**config.mk**
```make
export PLATFORM = sky130hd
export DESIGN_NAME = keypad_scanner
export DESIGN_NICKNAME = d
export VERILOG_FILES = /design/src/rtl/keypad_pkg.sv /design/src/rtl/key_event_fifo.sv /design/src/rtl/keypad_scanner.sv
export SDC_FILE = /design/constraint.sdc
export NUM_CORES = 1
export LEC_CHECK = 0
export CORE_ASPECT_RATIO = 1.5
export CORE_UTILIZATION = 45
export CTS_CLUSTER_DIAMETER = 50
export DETAILED_ROUTE_END_ITERATION = 10
export GPL_TIMING_DRIVEN = 0
export PLACE_DENSITY = 0.67
export SLEW_MARGIN = 0
export SYNTH_ARGS = -nofsm -noshare
export SYNTH_HDL_FRONTEND = slang
export SYNTH_SLANG_ARGS = --single-unit
```
**constraint.sdc**
```tcl
create_clock -name clk -period 4.21 [get_ports clk]
set_input_delay 0.6315 -clock clk [delete_from_list [all_inputs] [get_ports clk]]
set_output_delay 0.6315 -clock clk [all_outputs]
set_load 0.03 [all_outputs]
```
**src/rtl/keypad_pkg.sv**
```systemverilog
// keypad_pkg: shared types, widths, parameter checks and encoders for the keypad scanner
package keypad_pkg;
    localparam int MAX_KEYS = 256;
    localparam int MAX_COLS = 32;
    typedef enum logic {PH_DWELL, PH_ADVANCE} phase_t;
    function automatic int code_w(input int n);
        return (n > 1) ? $clog2(n) : 1;
    endfunction
    function automatic bit params_ok(input int rows, input int cols, input int scan_div,
                                     input int debounce, input int fifo_depth);
        return rows >= 1 && cols >= 1 && cols <= MAX_COLS && rows * cols <= MAX_KEYS &&
               scan_div >= 4 && debounce >= 1 && fifo_depth >= 2 &&
               (fifo_depth & (fifo_depth - 1)) == 0;
    endfunction
    function automatic logic [MAX_COLS-1:0] one_cold(input int idx);
        return ~(MAX_COLS'(1) << idx);
    endfunction
    function automatic int lowest_set(input logic [MAX_KEYS-1:0] v);
        int idx;
        idx = 0;
        for (int i = MAX_KEYS - 1; i >= 0; i--) if (v[i]) idx = i;
        return idx;
    endfunction
endpackage

```
**src/rtl/key_event_fifo.sv**
```systemverilog
// key_event_fifo: synchronous show-ahead FIFO; a push while full lands only if a pop frees a slot that cycle
module key_event_fifo #(
    parameter int WIDTH = 8,
    parameter int DEPTH = 4
) (
    input  logic             clk,
    input  logic             rst,
    input  logic             push,
    input  logic [WIDTH-1:0] push_data,
    input  logic             pop,
    output logic [WIDTH-1:0] pop_data,
    output logic             full,
    output logic             empty
);
    localparam int AW = $clog2(DEPTH);
    logic [WIDTH-1:0] mem [DEPTH];
    logic [AW:0] wr_ptr, rd_ptr;
    logic do_push, do_pop;
    assign empty = wr_ptr == rd_ptr;
    assign full = (wr_ptr ^ rd_ptr) == {1'b1, {AW{1'b0}}};
    assign do_pop = pop && !empty;
    assign do_push = push && (!full || do_pop);
    assign pop_data = empty ? '0 : mem[rd_ptr[AW-1:0]];
    always_ff @(posedge clk) begin
        if (rst) begin
            wr_ptr <= '0;
            rd_ptr <= '0;
        end else begin
            if (do_push) wr_ptr <= wr_ptr + (AW + 1)'(1);
            if (do_pop) rd_ptr <= rd_ptr + (AW + 1)'(1);
        end
    end
    always_ff @(posedge clk) if (do_push) mem[wr_ptr[AW-1:0]] <= push_data;
endmodule

```
**src/rtl/keypad_scanner.sv**
```systemverilog
// keypad_scanner: column-scanned ROWS x COLS keypad with whole-matrix debounce and a key-event FIFO
module keypad_scanner
    import keypad_pkg::*;
#(
    parameter int ROWS = 4,
    parameter int COLS = 4,
    parameter int SCAN_DIV = 50000,
    parameter int DEBOUNCE = 4,
    parameter int FIFO_DEPTH = 4,
    localparam int CODE_W = code_w(ROWS * COLS)
) (
    input  logic              clk,
    input  logic              rst,
    input  logic [ROWS-1:0]   keyboard_row,
    output logic [COLS-1:0]   keyboard_col,
    output logic [CODE_W-1:0] key_code,
    output logic              key_valid,
    input  logic              key_ready,
    output logic              key_down,
    output logic              fifo_overflow,
    input  logic              clr_overflow
);
    localparam int KEYS = ROWS * COLS;
    localparam int CW = code_w(COLS);
    localparam int DW = code_w(SCAN_DIV);
    localparam int SW = code_w(DEBOUNCE + 1);
    if (!params_ok(ROWS, COLS, SCAN_DIV, DEBOUNCE, FIFO_DEPTH)) begin : g_bad_params
        $error("keypad_scanner: illegal parameter set");
    end
    phase_t phase, phase_nxt;
    logic capture, advance, frame_end, commit, ev_push, pop, drop, full, empty;
    logic [DW-1:0] dwell;
    logic [CW-1:0] col_idx;
    logic [ROWS-1:0] row_s1, row_s2, rows_on;
    logic [KEYS-1:0] snapshot, prev_snapshot, debounced, newly;
    logic [SW-1:0] stable_cnt, stable_nxt;
    logic [MAX_KEYS-1:0] newly_wide;
    assign rows_on = ~row_s2;
    assign keyboard_col = COLS'(one_cold(int'(col_idx)));
    assign key_down = |debounced;
    assign key_valid = !empty;
    assign pop = key_valid && key_ready;
    assign drop = ev_push && full && !pop;
    assign newly_wide = MAX_KEYS'(newly);
    always_ff @(posedge clk) phase <= rst ? PH_DWELL : phase_nxt;
    always_comb begin
        capture = phase == PH_DWELL && dwell == DW'(SCAN_DIV - 1);
        phase_nxt = capture ? PH_ADVANCE : PH_DWELL;
        advance = phase == PH_ADVANCE;
        frame_end = advance && col_idx == CW'(COLS - 1);
        stable_nxt = (snapshot != prev_snapshot) ? SW'(1) :
                     (stable_cnt == SW'(DEBOUNCE)) ? stable_cnt : stable_cnt + SW'(1);
        commit = frame_end && stable_nxt == SW'(DEBOUNCE) && snapshot != debounced;
        newly = commit ? snapshot & ~debounced : '0;
        ev_push = |newly;
    end
    always_ff @(posedge clk) begin
        if (rst) begin
            dwell <= '0;
            col_idx <= '0;
            row_s1 <= '1;
            row_s2 <= '1;
            snapshot <= '0;
            prev_snapshot <= '0;
            stable_cnt <= '0;
            debounced <= '0;
            fifo_overflow <= 1'b0;
        end else begin
            row_s1 <= keyboard_row;
            row_s2 <= row_s1;
            dwell <= (dwell == DW'(SCAN_DIV - 1)) ? '0 : dwell + DW'(1);
            for (int r = 0; r < ROWS; r++)
                for (int c = 0; c < COLS; c++)
                    if (capture && col_idx == CW'(c)) snapshot[r * COLS + c] <= rows_on[r];
            if (advance) col_idx <= (col_idx == CW'(COLS - 1)) ? '0 : col_idx + CW'(1);
            if (frame_end) begin
                prev_snapshot <= snapshot;
                stable_cnt <= stable_nxt;
            end
            if (commit) debounced <= snapshot;
            fifo_overflow <= drop || (fifo_overflow && !clr_overflow);
        end
    end
    key_event_fifo #(.WIDTH(CODE_W), .DEPTH(FIFO_DEPTH)) u_fifo (
        .clk      (clk),
        .rst      (rst),
        .push     (ev_push),
        .push_data(CODE_W'(lowest_set(newly_wide))),
        .pop      (pop),
        .pop_data (key_code),
        .full     (full),
        .empty    (empty)
    );
endmodule

```
# Word-level counts from Yosys, hierarchy flattened

Memory sizes are Yosys's and may differ from the RTL's. A register that Yosys moved wholly into a read port is not among the register bits.
Cells that the tools add are included.

Flip-flop bits (word level): 85
Memory bits (writable): 16
Output and inout bits: 11
Logic and storage cells: 88
Memories: 1

$add $sub $neg: 5
Equal/unequal tests: 10
Shift operators: 1
Multiplexer cells: 26
Bitwise operators: 6
Reduce and logical (&&, ||, !) cells: 24

Memory list:

| name       | depth | bits a word | rd ports | clocked after memory_dff | wr ports | line                 | source |
|---|---|---|---|---|---|---|---|
| u_fifo.mem | 4     | 4           | 1        | 1                        | 1        | key_event_fifo.sv:16 | `logic [WIDTH-1:0] mem [DEPTH];` |

Operator list:

| cell                  | number |
|---|---|
| $mux 4                | 17 |
| $ne 16x16->1          | 2 |
| $reduce_or 16->1      | 2 |
| $add 16x1->16 const B | 1 |
| $and 16x16->16        | 1 |
| $eq 16x16->1 const B  | 1 |
| $mux 16               | 1 |
| $not 16->16           | 1 |
| $logic_and 1x1->1     | 14 |
| $add 3x1->3 const B   | 3 |
| $eq 3x3->1 const B    | 3 |
| $not 4->4             | 2 |
| $mux 2                | 3 |
| $mux 3                | 2 |
| $eq 2x2->1 const B    | 2 |
| $logic_not 1->1       | 4 |
| $shl 1x2->4 const A   | 1 |
| $eq 3x3->1            | 1 |
| $mux 1                | 3 |
| $xor 3x3->3           | 1 |
| $add 2x1->2 const B   | 1 |
| $eq 2x1->1 const B    | 1 |
| $logic_not 2->1       | 1 |
| $logic_or 1x1->1      | 2 |
| other kinds (2)       | 2 |

# Logic depth before layout (Yosys ltp)

Gate-level depths: netlist (run 1).

Depth in word-level cells: 23
Mapped depth: 9

# Cells and area by module

Synthesis (run 1) repeated with hierarchy kept, for this count alone.

Cell total of the unflattened synthesis: 518
Area, all modules: 4912.2 um^2

Modules (own cells, without submodules):

| module         | instances | cells each | area each (um^2) |
|---|---|---|---|
| keypad_scanner | 1         | 440        | 3813.7 |
| key_event_fifo | 1         | 78         | 1098.6 |

# Least setup slack after synthesis (run 1)

Ideal clock, no wire load.

Kind: register -> register
From: reg stable_cnt[0]
To: mem u_fifo.mem[0][0] (netlist name), enable pin
Setup time: 330 ps
Arrival: 2060 ps
Slack: 1820 ps
Stages on the path, launching flop included: 9
Path buffers: 1
Cells stage by stage: dfxtp_1 inv_1 ha_1 nor4b_1 a211o_1 and2_1 buf_1 nand4_1 nor2_1

Cells in the longest elaborated chain, start to end: 11
Elaborated cells on any way between the ends: 12
Classes of those cells: add/sub: 1; eq/ne: 2; mux: 5; reduce/logical: 4

RTL lines:

| what                                             | line                 | source |
|---|---|---|
| from (decl)                                      | keypad_scanner.sv:36 | `logic [SW-1:0] stable_cnt, stable_nxt;` |
| from (signal assigned)                           | keypad_scanner.sv:78 | `stable_cnt <= stable_nxt;` |
| $add 3x1->3 / $eq 3x3->1 (equally long branches) | keypad_scanner.sv:52 | `(stable_cnt == SW'(DEBOUNCE)) ? stable_cnt : stable_cnt + SW'(1);` |
| $mux 3 *                                         | keypad_scanner.sv:52 |  |
| $mux 3 *                                         | keypad_scanner.sv:51 | `stable_nxt = (snapshot != prev_snapshot) ? SW'(1) :` |
| $eq 3x3->1 *                                     | keypad_scanner.sv:53 | `commit = frame_end && stable_nxt == SW'(DEBOUNCE) && snapshot != debounced;` |
| $logic_and 1x1->1 * (2 in series)                | keypad_scanner.sv:53 |  |
| $mux 16 *                                        | keypad_scanner.sv:54 | `newly = commit ? snapshot & ~debounced : '0;` |
| $reduce_or 16->1 *                               | keypad_scanner.sv:55 | `ev_push = \|newly;` |
| $logic_and 1x1->1 *                              | key_event_fifo.sv:22 | `assign do_push = push && (!full \|\| do_pop);` |
| $mux 1 *                                         | key_event_fifo.sv:33 | `always_ff @(posedge clk) if (do_push) mem[wr_ptr[AW-1:0]] <= push_data;` |
| $mux 1 (implied by the code) *                   | key_event_fifo.sv:33 |  |
| to (decl)                                        | key_event_fifo.sv:16 |  |

Mark *: on every way between the ends. The rest lies on a longest branch, timed or not.

# Worst setup path in the final report (run 1)

From: reg stable_cnt[0]
To: mem u_fifo.mem[3][1] (netlist name), enable pin

Same word-level chain as after synthesis.

==> results list, run 1 <==
* Run status: finished clean
- TritonCTS buffer count: 9
- Setup Viol. Count Final: 0
* Max Slew Vio Count: 0
- The synthesized design contains 16 enable-type register cells.
- Family of cells with the greatest summed delay on the critical path: simple AND/OR/NAND/NOR gates
- The total area inside the core boundary comes to roughly 11,000 sq um.
- After clock tree synthesis, the flow added hold-fix buffers numbering 0.
- Final sum of negative setup slack: 0 ns
- Ys Warns: 0
* Post-synthesis instance area: around 4800 sq um
- Post-Syn Area per Cell: between 9 and 10 sq um
- Commonest register cell after synthesis: dfxtp_1
- Detailed routing placed a total of approximately 350 um of wire on met3.
- Starting density of the core: 0.459
- Synthesis instantiated 50 different standard cells from the library.
* Clock-pin transition on the worst setup and hold timing paths: about 0.070 ns
- Reg-to-reg critical path startpoint: stable_cnt[0]$_SDFFE_PP0P_
- The initial antenna violation count is 0.
- Starting DRT DRC Count: 160
- Final antenna diode count: 0
- Kind of capture point of the worst setup path: flop
* Required time at the worst-slack endpoint: 4.21 ns
- Prior to clock tree synthesis, the placed netlist has a worst setup slack of approximately 1.3 ns.
* Met2 wire length: 5530 um
* Peak Freq: roughly 350 MHz
* Register area share after synthesis: 0.460
- For the pin with the worst max-slew slack, the measured transition is slightly above 1 ns.
* Worst supply voltage drop on vdd: between 300 and 400 uV
* Power Density: 342 nW/um^2
* Skew final: 0.00808 ns
- Die span in y: 129 um
* Worst setup path start: stable_cnt[0]$_SDFFE_PP0P_
- Setup repair after global routing left no endpoint under its margin.
* Vias/cell: 5.33
- Synthesis produced about 520 cells.
- The root buffer cell chosen for the clock tree is clkbuf_16.
- In this design, the stage delay of the slowest critical-path cell is 0.43 ns.
* Instance area at placement: between 5000 and 6000 sq um
- The worst setup path is of the reg2reg kind.
- Highest fanout seen on the critical path: 10
- From synthesis to final layout, the design area changed by 13.4%.
- The clock tree synthesis step divided the H-tree into 3 levels.
- Num rows: 46
* Worst Setup Start Kind: flop
- Die X: 86.6 um
- CTS tree: built
- Summed over all cells, the static leakage comes to 1.96 nW.
* Vias: roughly 3.7k
* Wire length of the first global-routing pass: between 15,000 and 20,000 um
* Final routed DRC violation total: 0
- Launch instance of the worst min-delay path: row_s1[3]$_SDFF_PP1_
- TritonRoute pass-1 iters: 4
* HP Class: reg2reg
- In this run the top signal layer used is met4.
* Fraction of synthesis flops using an asynchronous set or reset pin: 0
- Dividing the final minimum period by the clock period gives 0.684.
* Library cell contributing the largest single delay on the critical path: dfxtp_1
- Net count of the mapped netlist: around 560
- Largest net degree at the start of global routing: 18
- The detail route stage leaves a number of antenna-violating nets equal to 0.
* Top Ports: 19
- Fraction of layout cells with a size suffix above 1: 0.0686
- Clock latency on the worst-skew pair, taken at its later pin, is 0.35 ns.
* Number of sinks handled by clock tree synthesis: 103
- Net count, final: slightly below 600
* Worst setup slack after layout: 1.33 ns
- Post-route minimum period: around 2.9 ns
- Number of setup buffers added after CTS: 0
* Grt ovf: 0
* Number of global-route vias before repair: 3,779
- Crit-path cells: inv_1, ha_1, nor4b_1, a211o_1, and2_1, buf_1, nand4_1, nor2_1
- Final instance area: around 5500 sq um
* Overall global routing resource usage: 0.206
- Routability Congestion: 0.839
- After clock tree synthesis, the repair step resized 0 gates.
- Synthesis inferred roughly 100 register bits.
- Dividing the detail-routed wire length by the instance count gives around 15 um.
- Count of endpoints failing hold in the final timing report: 0
- Die area: approximately 11,000 sq um
* Worst slew slack as a fraction of its limit: 0.311
* Max cap viols: 0
- DPL Wire Length: approximately 8000 um
- Together, buffers and inverters on the worst path number 2.
- Worst Path Arrival: approximately 2.9 ns
- Routed length on met1: around 4200 um
* Number of buffers inserted by port buffering: 17
* Post-Route WL: between 10,000 and 15,000 um
- In this run the deepest clock path goes through 2 buffers.
[kinds of logic (layout without fill, tap and decap cells)]
kind of cell               count (synthesis)  in the layout  synth area share
and+or+nand+nor                          205            205             0.226
buffers and inverters                     57             90            0.0448
xor gates and xnor gates                  35             35            0.0634
adders and majority gates                 28             28            0.0724
DFF                                      103            103             0.460
muxes                                      7              7            0.0254
AOI/OAI and AO/OA                         86             86             0.109
[state kept, by name (all words and copies together) (netlist names), named ones only]
name / flops
u_fifo.wr_ptr: 3
u_fifo.mem: 16
u_fifo.rd_ptr: 3
row_s1: 4
row_s2: 4
debounced: 16
fifo_overflow: 1
col_idx: 2
advance: 1
snapshot: 16
prev_snapshot: 16
dwell: 16
stable_cnt: 3
[synthesized netlist by cell type (2+ instances only)]
library cell | count | share of area
a211o_1 | 2 | 0.0036
a211oi_1 | 17 | 0.026
a21oi_1 | 36 | 0.037
a31oi_1 | 5 | 0.0065
and2_1 | 5 | 0.0065
and3_1 | 3 | 0.0039
buf_1 | 3 | 0.0023
buf_2 | 2 | 0.0021
clkbuf_1 | 15 | 0.012
dfxtp_1 | 87 | 0.36
edfxtp_1 | 16 | 0.099
ha_1 | 28 | 0.072
inv_1 | 37 | 0.029
mux2_1 | 2 | 0.0047
mux4_2 | 4 | 0.019
nand2_1 | 41 | 0.032
nand2b_1 | 3 | 0.0039
nand3_1 | 10 | 0.010
nand3b_1 | 2 | 0.0031
nand4_1 | 29 | 0.038
nor2_1 | 57 | 0.044
nor2b_1 | 3 | 0.0039
nor3_1 | 12 | 0.012
nor3_2 | 2 | 0.0041
nor4_1 | 10 | 0.013
nor4bb_1 | 3 | 0.0062
o21ai_0 | 16 | 0.017
o21bai_1 | 2 | 0.0031
or2_2 | 8 | 0.010
or4_1 | 7 | 0.011
or4_4 | 2 | 0.0047
xnor2_1 | 9 | 0.016
xor2_1 | 26 | 0.047
[area by class of cell]
type	count	area [sq um]
Buffer	20	77.6
Clock buffer	10	229
Clock inverter	6	67.6
Fill cell	1001	5050
Inverter	37	139
Multi-Input combinational cell	361	2400
Sequential cell	103	2220
Tap cell	144	180
Timing Repair Buffer	17	170
[stage by stage]
stage | util | cells | hold WS (ns) | power [mW]
2_1_floorplan | - | 521 | 0.389 | 1.05
3_3_place_gp | 0.492 | 682 | 0.393 | 1.06
3_5_place_dp | 0.492 | 682 | 0.394 | 1.06
4_1_cts | 0.521 | 698 | 0.411 | 1.89
5_1_grt | 0.521 | 698 | 0.422 | 1.94
6_report | 0.521 | 698 | 0.410 | 1.87
[metal layers]
layer / vias up / track usage
met1: 1718 / 0.212
met4: 0 / 0.115
li1: 1904 / -
met5: - / 0
met3: 31 / 0.0462
met2: 68 / 0.380
[cells in the final DEF (no fill, tap or decap), types with 17 or more instances in the layout]
cell	instances
nand4_1	29
nand2_1	41
a211oi_1	17
clkdlybuf4s50_1	17
dfxtp_1	87
nor2_1	57
inv_1	37
xor2_1	26
ha_1	28
a21oi_1	36
[report_power, final]
part / internal, mW / switching (mW) / leakage [nW] / total [mW]
combinational: 0.0125 / 0.0195 / 1.00 / 0.0320
clock: 0.466 / 0.371 / 0.149 / 0.837
sequential: 1.00 / 0.00426 / 0.813 / 1.01
total: 1.48 / 0.395 / 1.96 / 1.87
[final timing paths]
check | slack [ns] | endpoint | cells after the start
worst max-delay path | 1.33 | u_fifo.mem[3][1]$_DFFE_PP_ | 8
worst min-delay path | 0.41 | row_s2[3]$_SDFF_PP1_ | 1
worst max register to register | 1.33 | u_fifo.mem[3][1]$_DFFE_PP_ | 8
worst min register to register | 0.41 | row_s2[3]$_SDFF_PP1_ | 1
[worst reg2reg max path, cell delays in order (launching register included)]
cell,delay [ns]
dfxtp_1,0.43
inv_1,0.07
ha_1,0.34
nor4b_1,0.32
a211o_1,0.19
and2_1,0.11
buf_1,0.39
nand4_1,0.25
nor2_1,0.42
Note: power is estimated with default switching activity, not from simulation.
==> run 2, diff against run 1 <==
--- a/config.mk
+++ b/config.mk
@@ -10,7 +10,7 @@
 export CTS_CLUSTER_DIAMETER = 50
 export DETAILED_ROUTE_END_ITERATION = 10
 export GPL_TIMING_DRIVEN = 0
-export PLACE_DENSITY = 0.67
+export PLACE_DENSITY = 0.69
 export SLEW_MARGIN = 0
 export SYNTH_ARGS = -nofsm -noshare
 export SYNTH_HDL_FRONTEND = slang
==> constraint.sdc (replaced) <==
create_clock -name clk -period 2.4 [get_ports clk]
set_input_delay 0.36 -clock clk [delete_from_list [all_inputs] [get_ports clk]]
set_output_delay 0.36 -clock clk [all_outputs]
set_load 0.03 [all_outputs]
==> results list, run 2 (synthesis results as in run 1) <==
- The critical path in this run is classified as reg2reg.
- The wire-length estimate of the detail-placed layout is ~8000 um.
- The analysis attributes to cell leakage a power of around 2.1 nW.
- Number of sinks handled by clock tree synthesis: ~100
* Min Hold Slack: approximately 0.41 ns
- Leaving out fill and tap cells, the most frequent cell in the layout is dfxtp_1.
- Routability Congestion: 0.861
* Skew final: a little over 0.008 ns
- Compared with the post-synthesis result, the final layout area differs by 18.2%.
* Net count, final: ~590
- Required time at the worst-slack endpoint: 2.50 ns
- Finished Core Util: 0.543
- Actual transition at the worst max-transition pin: 0.941 ns
- Power Density: roughly 560 nW/um^2
* Num rows: 46
* Vias/cell: 5.43
- CTS tree: built
- For the worst-skew pair, the clock arrives at the later sink with an insertion delay of about 0.35 ns.
- The floorplan step set the die width to just under 90 um.
- Starting density of the core: 0.459
* FILL cells: approximately 970
- After the first detailed-routing iteration, the DRC count stood at just under 200.
* Post-route minimum period: between 2 and 2.5 ns
- Worst R2R End: u_fifo.mem[3][1]$_DFFE_PP_
* Number of levels in the clock H-tree: 3
* Hold path depth: 1
- Worst slew slack as a fraction of its limit: 0.368
- The startpoint identified for the worst register-to-register timing path is snapshot[1]$_SDFFE_PP0P_.
- Worst Setup Start Kind: flop
- Across the run, the number of max-cap violations was 0.
* Depth of the worst register-to-register path: 7
- STA classifies the critical path endpoint as a flop.
- In this run the worst hold path is classified as reg2reg.
* Violations in the final reports: setup timing
- Die area: 11,200 sq um
- At the worst endpoint, the arrival time is approximately 2.6 ns.
* Top Ports: 19
- Grt ovf: 0
- Entering global routing, the biggest net connects 19 pins.
* Final antenna diode count: 0
- Vias: roughly 3.8k
* Maximum buffer depth of the clock tree: 2
* Final routed DRC violation total: 0
- In this run the clock root is driven by a clkbuf_16.
- Unrepaired setup endpoints after global routing: yes
- The core region is around 11,000 sq um.
- Measured along the y axis, the die boundary spans approximately 130 um.
- Portion of the clock cycle consumed by the worst path in the final layout: 1.02
- For this run, the detailed router's first-pass iteration total came to 4.
- In the final routed layout, each cell accounts on average for between 15 and 20 um.
- The worst register-to-register path has a setup slack of -0.06 ns.
- Overall global routing resource usage: 0.203
- The hold violation count in the final report was 0.
- Run status: finished with violations
- The worst hold path terminates at row_s2[0]$_SDFF_PP1_.
* Post-Route WL: roughly 11,000 um
- The first global-routing pass estimated about 17,000 um of wire.
* Peak Freq: approximately 400 MHz
- Clock-pin transition on the worst setup and hold timing paths: 0.07 ns
- Number of antenna violations at the first check in global routing: 0
- Leaving out fill and tap cells, the most frequent cells in the layout are dfxtp_1 (72), nor2_1 (52), nand2_1 (40).
* Setup Viol. Count Final: 16
- The count of buffers added on input and output ports is 17.
- The via count of the first global-routing pass is slightly below 4k.
* Pre-CTS setup slack: -0.443 ns
* Worst supply voltage drop on vdd: about 430 uV
- Power comes to around 3.2 mW.
- Worst setup path start: snapshot[1]$_SDFFE_PP0P_
- Fraction of layout cells with a size suffix above 1: 0.155
- Once detail routing completed, the nets flagged for antenna violations numbered 0.
- The number of pins with negative max-slew slack in the final report was 0.
- TritonCTS buffer count: 9
- Highest fanout seen on the critical path: 5
- In this run the most critical hold path is launched from row_s1[0]$_SDFF_PP1_.
- Worst setup slack after layout: -0.0552 ns
[run 2: repair_timing]
item | in CTS | in global routing
pin swaps | 3 | 0
hold buffers | 0 | 0
setup endpoints to repair | 50 | 61
gates resized for setup | 37 | 25
setup buffers | 8 | 0
[run 2: how the worst max path moves through the flow]
stage	to	slack [ns]	cells after the start
after floorplan	u_fifo.mem[0][0]$_DFFE_PP_	0.01	8
after global placement	u_fifo.mem[0][3]$_DFFE_PP_	-0.39	5
after CTS	u_fifo.mem[2][0]$_DFFE_PP_	-0.04	6
after detailed placement	u_fifo.mem[0][3]$_DFFE_PP_	-0.44	5
after global routing	snapshot[11]$_SDFFE_PP0P_	-0.19	6
final	u_fifo.mem[3][1]$_DFFE_PP_	-0.06	7
[run 2: layout make-up]
type / count / area (sq um) / area share
Multi-Input combinational cell: 361 / 2550 / 0.446
Sequential cell: 103 / 2250 / 0.393
Timing Repair Buffer: 25 / 244 / 0.0427
Clock buffer: 9 / 225 / 0.0394
Tap cell: 144 / 180 / 0.0315
Inverter: 37 / 139 / 0.0243
Buffer: 19 / 77.6 / 0.0136
Clock inverter: 7 / 55.1 / 0.00963
[run 2: critical path: stages (launching register included)]
cell     delay, ns
dfxtp_1       0.38
ha_2          0.25
or4_4         0.53
or4_4         0.58
and2_4        0.18
nand4_1       0.08
buf_6         0.16
nor2_4        0.06
[run 2: report_power, final]
part	switching (mW)	internal [mW]	total, mW
combinational	0.0342	0.0220	0.0562
sequential	0.00774	1.75	1.76
clock	0.664	0.716	1.38
total	0.706	2.49	3.20
[run 2: per-layer routing]
layer  routed length [um]  part of all wire  track usage  vias up
li1                     -                 -            -     1922
met1                 4060              0.38        0.196     1801
met2                 5950              0.55        0.400       75
met3                  359             0.033       0.0353       27
met4                  360             0.034        0.102        0
met5                    0                 0            0        -
[run 2: through the flow]
stage / cells / instance area, sq um / TNS [ns]
6_report: 705 / 5720 / -0.788
3_5_place_dp: 682 / 5190 / -14.03
2_1_floorplan: 521 / 4840 / 0
4_1_cts: 705 / 5620 / -0.302
3_3_place_gp: 682 / 5190 / -10.94
5_1_grt: 705 / 5720 / -4.37
==> run 3, diff against run 2 <==
--- a/config.mk
+++ b/config.mk
@@ -10,8 +10,9 @@
 export CTS_CLUSTER_DIAMETER = 50
 export DETAILED_ROUTE_END_ITERATION = 10
 export GPL_TIMING_DRIVEN = 0
-export PLACE_DENSITY = 0.69
+export PLACE_DENSITY = 0.6
 export SLEW_MARGIN = 0
 export SYNTH_ARGS = -nofsm -noshare
 export SYNTH_HDL_FRONTEND = slang
+export SYNTH_HIERARCHICAL = 1
 export SYNTH_SLANG_ARGS = --single-unit
==> results list, run 3 <==
* Logic depth of the worst setup path including buffers: 4
- The number of hold buffers added after CTS was 0.
* Cells after synthesis: around 520
* Setup Viol. Count Final: 0
- Depth of the worst register-to-register path: 9
- The critical path goes through xor2_2, nor3_4, inv_1, clkdlybuf4s50_1.
* Worst Path Buf+Inv: 2
- In the final routed layout, each cell accounts on average for 15.7 um.
- The layout has around 990 filler cells.
* Number of buffers inserted by port buffering: 18
* Run status: finished clean
- Wire length of the first global-routing pass: 17,700 um
- Vias: about 3.7k
- The count of nets left with antenna violations once routing finished came out at 0.
* TritonRoute pass-1 iters: 4
- OpenSTA, run right after detailed placement, puts the worst setup slack at -0.826 ns.
- Share of the synthesized area in the top cell type: 0.355
- Max Slew Vio Count: 0
- Power Density: 578 nW/um^2
* CTS tree: built
- Starting DRT DRC Count: approximately 200
- Overall global routing resource usage: 0.210
- Required time at the worst-slack endpoint: roughly 2 ns
- Detailed placement ended at an HPWL of 8510 um.
- Of the cells placed in the final design, the portion with a size suffix greater than 1 is 0.154.
- Worst setup slack after layout: about 0.075 ns
- Number of global-route vias before repair: about 3.7k
- TritonCTS buffer count: 9
- The repair_antennas step left the layout with diodes totalling 0.
- The die is around 87 um wide.
- Ranking of synthesized cells by instance count: dfxtp_1 (87), nor2_1 (51), nand2_1 (46)
* Unrepaired setup endpoints after global routing: no
- Post-synthesis instance area: roughly 5000 sq um
- Commonest non-fill, non-tap cells in the layout: dfxtp_1 (79), nor2_1 (50), nand2_1 (46)
* Portion of the clock cycle consumed by the worst path in the final layout: 0.969
* Top Ports: 19
- Clock-pin slew was measured on the worst setup and hold paths at 0.07 ns.
* Post-Syn Area per Cell: approximately 9.5 sq um
- In the final design database the tool counted 589 nets.
* Num rows: 46
- Maximum buffer depth of the clock tree: 2
- Among cell families on the critical path, the largest total delay comes from buffers and inverters.
- In the post-synthesis netlist, the biggest area contributors are dfxtp_1 (35%), edfxtp_1 (9.8%), ha_1 (7.1%).
* Total area of sequential cells: between 2000 and 2500 sq um
* Multi-input gate area: ~2600 sq um
- Lkg Pwr: between 2 and 2.5 nW
- For the worst setup path, the data arrival time is 1.97 ns.
* HP Class: reg2reg
- Peak Freq: 430 MHz
* Routability Congestion: between 0.8 and 0.9
- Number of sinks handled by clock tree synthesis: around 100
- Among all stages on the critical path, the largest delay is contributed by clkdlybuf4s50_1.
- Final instance area: slightly below 6000 sq um
- Setup slack on the worst reg-to-reg path comes out at 0.13 ns.
* Cell taking the most area after synthesis: dfxtp_1
- The setup path with the least slack is of type reg2out.
* Skew final: roughly 0.011 ns
- Worst slew slack as a fraction of its limit: 0.594
- For the worst-skew pair, the clock arrives at the later sink with an insertion delay of approximately 0.35 ns.
- For this run, the share of the core covered by cells in the final layout is 0.544.
- Number of enable flip-flop cells after synthesis: 16
* Max cap viols: 0
* Worst supply voltage drop on vdd: 353 uV
- Register area share after synthesis: 0.452
- Yosys printed 6 warnings.
* Fraction of synthesis flops using an asynchronous set or reset pin: 0
- The placed instances occupy a cell area of ~5300 sq um.
- Final routed DRC violation total: 0
- Number of antenna violations at the first check in global routing: 0
* Count of endpoints failing hold in the final timing report: 0
- The library cell used most frequently in the layout, excluding fill and tap cells, is dfxtp_1.
* Cell chosen for the clock root: clkbuf_16
- Entering global routing, the biggest net connects 16 pins.
- In this run the worst path has a maximum fanout of 6.
- By instance count, the leading cell after synthesis is dfxtp_1.
- The die is about 130 um tall.
* Vias/cell: approximately 5.3
- The die covers roughly 11,000 sq um.
- Actual transition at the worst max-transition pin: 0.608 ns
- Along the worst hold path, the cell count comes to 1.
* Post-synthesis cell type count: 56
* Post-Route WL: between 10,000 and 15,000 um
* Kind of capture point of the worst setup path: output pin
- After layout, the minimum clock period comes to 2.33 ns.
* Worst Setup Start Kind: flop
- The area growth from synthesis to layout is 17.3%.
* Number of levels in the clock H-tree: 3
* Area of the core region: 10,600 sq um
- Delay of the slowest cell on the worst path: 0.59 ns
- The number of nets in the synthesized netlist is between 500 and 600.
- In this run, synthesis produced a sequential element count of 103.
- Commonest register cell after synthesis: dfxtp_1
* Starting density of the core: 0.464
- Grt ovf: 0
==> run 3: kinds of logic (layout without fill, tap and decap cells) <==
kind of cell	count (synthesis)	count (layout)	share of synthesized area
adder cells (fa/ha/maj)	28	28	0.0713
flip-flops	103	103	0.452
buffers and inverters	55	95	0.0474
AO/OA/AOI/OAI	93	93	0.119
XOR/XNOR	35	35	0.0624
multiplexers	14	14	0.0405
AND/OR/NAND/NOR	190	190	0.207
==> run 3: area by class of cell <==
type | count | area share
Multi-Input combinational cell | 360 | 0.450
Sequential cell | 103 | 0.388
Clock buffer | 13 | 0.0471
Timing Repair Buffer | 25 | 0.0415
Tap cell | 144 | 0.0313
Inverter | 34 | 0.0221
Buffer | 20 | 0.0176
Clock inverter | 3 | 0.00261
==> run 3: per-layer routing <==
layer | wire length [um] | track usage
met1 | 4030 | 0.196
met2 | 6380 | 0.421
met3 | 238 | 0.0316
met4 | 379 | 0.115
met5 | 0 | 0
==> run 3: final timing paths <==
check | startpoint | end
worst min-delay path | row_s1[1]$_SDFF_PP1_ | row_s2[1]$_SDFF_PP1_
worst max register to register | debounced[4]$_SDFFE_PP0N_ | debounced[9]$_SDFFE_PP0N_
worst max-delay path | u_fifo/rd_ptr[2]$_SDFFE_PP0P_ | key_valid
worst min register to register | row_s1[1]$_SDFF_PP1_ | row_s2[1]$_SDFF_PP1_
==> run 3: power by group <==
group,total [mW],switching [mW],internal (mW)
sequential,1.77,0.0115,1.76
combinational,0.147,0.0866,0.0601
clock,1.42,0.624,0.791
total,3.33,0.722,2.61
==> run 3: timing repair <==
item                                   4_1_cts  5_1_grt
endpoints found under the hold margin        0        0
pin swaps                                    3        2
buffers inserted                             5        2
resized for setup                           22       18
setup endpoints to repair                   40       28
==> run 3: per-stage QoR <==
stage	setup TNS (ns)	cells	hold slack [ns]	total power, mW
4_1_cts	0	701	0.408	3.37
2_1_floorplan	0	518	0.389	1.89
3_5_place_dp	-13.10	680	0.393	1.95
3_3_place_gp	-9.82	680	0.392	1.95
5_1_grt	0	702	0.422	3.44
6_report	0	702	0.409	3.33
==> run 3: worst register-to-register path: cells and delay by family (launching register included) <==
family | cells | cell delay (ns)
DFF | 1 | 0.35
buffers and inverters | 3 | 0.52
and+or+nand+nor | 2 | 0.59
AOI/OAI and AO/OA | 3 | 0.45
adders and majority gates | 1 | 0.30
